$ cat config.mk
export PLATFORM = sky130hd
export DESIGN_NAME = ram_dp_clr
export DESIGN_NICKNAME = d
export VERILOG_FILES = /design/src/rtl/ram_pkg.sv /design/src/rtl/ram_clr_seq.sv /design/src/rtl/ram_dp_clr.sv
export SDC_FILE = /design/constraint.sdc
export NUM_CORES = 1
export LEC_CHECK = 0
export CAP_MARGIN = 0
export CORE_AREA = 8 8 238 240
export DETAILED_ROUTE_END_ITERATION = 8
export DIE_AREA = 0 0 246 248
export GPL_TIMING_DRIVEN = 0
export SETUP_SLACK_MARGIN = 0.3
export SLEW_MARGIN = 20
export SYNTH_ARGS = -nofsm -noshare
export SYNTH_HDL_FRONTEND = slang
export SYNTH_SLANG_ARGS = --single-unit
$ cat constraint.sdc
create_clock -name clk -period 4.73 [get_ports clk]
set_input_delay 1.419 -clock clk [delete_from_list [all_inputs] [get_ports clk]]
set_output_delay 1.419 -clock clk [all_outputs]
set_load 0.1 [all_outputs]
$ cat src/rtl/ram_pkg.sv
// Shared definitions for the dual-port RAM with clear sequencer.
package ram_pkg;

  // Clear sequencer FSM states
  typedef enum logic {
    ST_IDLE  = 1'b0,
    ST_CLEAR = 1'b1
  } state_t;

  // Same-address read/write collision behaviour
  localparam int RD_OLD = 0;  // read returns pre-write contents
  localparam int RD_NEW = 1;  // read returns the data being written

endpackage

$ cat src/rtl/ram_clr_seq.sv
// Clear sequencer: owns the IDLE/CLEAR FSM, the clear counter and busy,
// and drives the single write mux into the storage array.
// Build option: RAM_AUTO_CLEAR_EN makes reset enter CLEAR so the array is
// zeroed automatically after every reset.
module ram_clr_seq
  import ram_pkg::*;
#(
  parameter int AW = 6,
  parameter int DW = 8
) (
  input  logic          clk,
  input  logic          rst_n,
  input  logic          clr_req,
  input  logic          we,
  input  logic [AW-1:0] wa,
  input  logic [DW-1:0] din,
  output logic          busy,
  output logic          mem_we,
  output logic [AW-1:0] mem_wa,
  output logic [DW-1:0] mem_din
);

  localparam int DEPTH = 1 << AW;
  // One extra bit so the terminal-count compare never relies on wrap-around
  localparam logic [AW:0] LAST_ADDR = (AW+1)'(DEPTH - 1);

  state_t      state_reg;
  logic [AW:0] cnt_reg;
  logic        busy_reg;

  // FSM, clear counter and registered busy flag
  always_ff @(posedge clk or negedge rst_n) begin
    if (!rst_n) begin
`ifdef RAM_AUTO_CLEAR_EN
      state_reg <= ST_CLEAR;
      busy_reg  <= 1'b1;
`else
      state_reg <= ST_IDLE;
      busy_reg  <= 1'b0;
`endif
      cnt_reg   <= '0;
    end else begin
      case (state_reg)
        ST_IDLE: begin
          if (clr_req) begin
            state_reg <= ST_CLEAR;
            busy_reg  <= 1'b1;
            cnt_reg   <= '0;
          end
        end
        ST_CLEAR: begin
          if (cnt_reg == LAST_ADDR) begin
            // clr_req is only looked at on the final clear cycle
            cnt_reg <= '0;
            if (!clr_req) begin
              state_reg <= ST_IDLE;
              busy_reg  <= 1'b0;
            end
          end else begin
            cnt_reg <= cnt_reg + 1'b1;
          end
        end
        default: begin
          state_reg <= ST_IDLE;
          busy_reg  <= 1'b0;
          cnt_reg   <= '0;
        end
      endcase
    end
  end

  // Write mux: clear writes own the port while busy, user writes otherwise
  always_comb begin
    mem_we  = busy_reg ? 1'b1 : we;
    mem_wa  = busy_reg ? cnt_reg[AW-1:0] : wa;
    mem_din = busy_reg ? '0 : din;
  end

  assign busy = busy_reg;

endmodule

$ cat src/rtl/ram_dp_clr.sv
// Simple dual-port RAM (one write, one registered read port) with a
// whole-array clear sequence.
// Build option: RAM_AUTO_CLEAR_EN (see ram_clr_seq) clears after reset.
module ram_dp_clr
  import ram_pkg::*;
#(
  parameter int AW      = 6,
  parameter int DW      = 8,
  parameter int RD_MODE = 0
) (
  input  logic          clk,
  input  logic          rst_n,
  input  logic          we,
  input  logic [AW-1:0] wa,
  input  logic [DW-1:0] din,
  input  logic          re,
  input  logic [AW-1:0] ra,
  output logic [DW-1:0] dout,
  output logic          dout_valid,
  input  logic          clr_req,
  output logic          busy
);

  localparam int DEPTH = 1 << AW;

  logic [DW-1:0] mem [DEPTH];

  logic          mem_we;
  logic [AW-1:0] mem_wa;
  logic [DW-1:0] mem_din;
  logic [DW-1:0] dout_reg;
  logic          dout_valid_reg;

  ram_clr_seq #(
    .AW (AW),
    .DW (DW)
  ) u_clr_seq (
    .clk     (clk),
    .rst_n   (rst_n),
    .clr_req (clr_req),
    .we      (we),
    .wa      (wa),
    .din     (din),
    .busy    (busy),
    .mem_we  (mem_we),
    .mem_wa  (mem_wa),
    .mem_din (mem_din)
  );

  // Array write port; contents are deliberately untouched by reset
  always_ff @(posedge clk) begin
    if (mem_we) begin
      mem[mem_wa] <= mem_din;
    end
  end

  // Registered read with optional write-through on address collision
  always_ff @(posedge clk or negedge rst_n) begin
    if (!rst_n) begin
      dout_reg       <= '0;
      dout_valid_reg <= 1'b0;
    end else if (re && !busy) begin
      if (RD_MODE == RD_NEW && we && (wa == ra)) begin
        dout_reg <= din;
      end else begin
        dout_reg <= mem[ra];
      end
      dout_valid_reg <= 1'b1;
    end else begin
      dout_valid_reg <= 1'b0;
    end
  end

  assign dout       = dout_reg;
  assign dout_valid = dout_valid_reg;

endmodule

==> run metrics <==
status=finished, final reports clean; max reg flops=512; Avg Inst Size Synth=19.72 µm²; GRT Util Overall=0.1558; worst skew pair latency=0.60 ns; post-synth top area share=0.7367; post-cts resize count=0; RSZ-0062 raised after global routing=no; CP max stage delay=0.69 ns; share of layout cells above drive strength 1=0.2253; worst slack at placement=0.3188 ns; Vias/cell=5.487; area leader, netlist=edfxtp_1; Pwr Density=444.3 mW/mm²; largest family of logic cells by synthesized area=multiplexers; DP HPWL=31670 µm; pin count of the biggest net entering global routing=35; remaining antenna violation count=0; total power=10720 µW; fraction of registers with async set/reset=0.03396; fin crit share=0.7960; net count after synthesis=1084; clk slew on worst S/H paths=0.06 ns; dominant synthesized flop cell=edfxtp_1; # IOs=35; initial antenna violation count=0; mapped cell area=0.02087 mm²; number of distinct library cells after synthesis=47; first-pass GRT wire length=70010 µm; Synth area leaders=edfxtp_1 74%, mux4_2 10%, dfrtp_1 2.2%, mux2i_1 2.0%, mux2_2 1.8%; Seq/Total Area, Yosys=0.7583; DRC violations left=0; final worst slack=0.9649 ns; Max-Cap Viols=0; Worst-Margin Slew=1.024 ns; Post-CTS Setup Bufs=0; top-count cell post-synth=edfxtp_1; crit path launch type=input port; endpoints failing hold=0; Final Util=0.4545; Yosys reg bits=530; Ant. Diodes=0; minimum clock period=3.765 ns; maximum clock insertion buffer count=3; Pre-antenna DRT Iters=5; Inst Count DP=1801; WP data arrival=4.23 ns; # hold bufs at CTS=0; chip height=248 µm; Final Max Tran Viols=0; mux contribution to synthesized area=0.1416; Crit Path Class=in2reg; I/O Buffers=34; CTS tree=yes; EDFF count, synth=512; GRT overflow=0; Syn. warnings=0; CP endpoint kind=flip-flop; most used cell, CP=buf_6; worst hold margin=0.5465 ns; Compound-Gate Fraction of Synth Area=0.04101; top cells by count, synth=512 x edfxtp_1, 96 x mux4_2, 71 x nor2_1, 45 x nand2_1, 42 x mux2i_1; Req. time, crit path=5.19 ns; NumNets Final=1185; die width=246 µm; Gate Count Post-Synth=1058; 1st-iter DRT viols=961; Worst IR Drop VDD=0.0003126 V; flop-to-flop setup slack=1.61 ns; Synth Area in Simple Gates=0.03795; maximum fanout along the worst path=10; Final Skew=0.01867 ns; die footprint=0.06101 mm²; Slowest cell on crit path=clkdlybuf4s50_1; Cell Chain, Critical Path=clkdlybuf4s50_1 > buf_6 > buf_6 > buf_2 > mux4_2 > a22oi_1 > nand2_1 > nor3_1 > o21ai_1; count of final setup violators=0; worst hold-check path type=reg2reg; gpl congestion=0.8628; WL per Instance=24.84 µm; leakage=0.007757 µW; vias in the first global route=10640; Sink Count=530; XOR/XNOR Fraction of Synth Area=0; Total Wirelength=47170 µm; Core Footprint=0.05307 mm²; Layout Cells excl Fill=1899; Adder-Cell Fraction of Synth Area=0.0005996; Starting Density=0.3932; synthesis-to-finish area growth=15.58%; DR vias=10420; # H-tree levels=2; Rows=85; Clock Root Buffer=clkbuf_16; Relative slew margins=0.3176; fmax=0.2656 GHz; TritonCTS Buffers=52
-- final cells by class --
type	instances	area (µm²)
Fill cell	4389	28950
Sequential cell	530	15830
Multi-Input combinational cell	465	4674
Clock buffer	66	1405
Tap cell	696	870.8
Timing Repair Buffer	47	655.6
Buffer	55	399.1
Clock inverter	32	260.3
Inverter	8	30.03
-- through the flow --
step	area [µm²]	setup TNS, ns
after floorplan	20870	0
after global placement	22080	-748.35
after detailed placement	22460	0
after CTS	24120	0
after global routing	24120	0
final	24120	0
-- cells by family (layout without fill, tap and decap cells) --
| kind of cell | after synthesis | count (layout) |
|---|---|---|
| AO/OA/AOI/OAI | 120 | 120 |
| adder cells (fa/ha/maj) | 1 | 1 |
| buffers and inverters | 63 | 208 |
| flip-flops | 530 | 530 |
| multiplexers | 171 | 171 |
| AND/OR/NAND/NOR | 173 | 173 |
-- path summary, 6_finish.rpt --
| kind | end | cells after the start | startpoint |
|---|---|---|---|
| setup / recovery | dout[2] | 9 | ra[2] |
| hold / removal | u_clr_seq.cnt_reg[6] | 1 | u_clr_seq.cnt_reg[6] |
| setup reg to reg | mem[14][4] | 5 | u_clr_seq.busy |
| hold reg to reg | u_clr_seq.cnt_reg[6] | 1 | u_clr_seq.cnt_reg[6] |
| max in group asynchronous | dout_valid | 1 | rst_n |
| min in group asynchronous | u_clr_seq.cnt_reg[1] | 1 | rst_n |
-- routing by layer --
layer  wire [µm]  global-route usage
met1       20970              0.2212
met4        1503             0.05436
met2       21600              0.2393
met3        3098             0.02980
met5           0                   0
-- where the power goes --
part	switching (µW)	internal (µW)	leakage, µW	total, µW
clock network	1720	2320	0.000823	4040
logic	834	365	0.00203	1200
registers	83.0	5400	0.00491	5480
total	2630	8080	0.00776	10700
-- cells in the final DEF (no fill, tap or decap), drive strengths merged, types with 8 or more instances in the layout --
cell,n
edfxtp,512
mux4,96
clkbuf,76
nor2,72
buf,58
nand2,45
mux2i,42
clkdlybuf4s50,34
mux2,33
o22ai,32
clkinv,24
o21ai,20
dfrtp,18
nor2b,17
a211oi,16
nor3,16
a22oi,16
a22o,10
inv,10
a32oi,8
a2111oi,8
-- critical path: cells and delay by family --
family	cells	cell delay, ns
buffers and inverters	4	1.48
and+or+nand+nor	2	0.56
muxes	1	0.38
AOI/OAI and AO/OA	2	0.37
No activity file was read; power rests on OpenSTA's default activity.
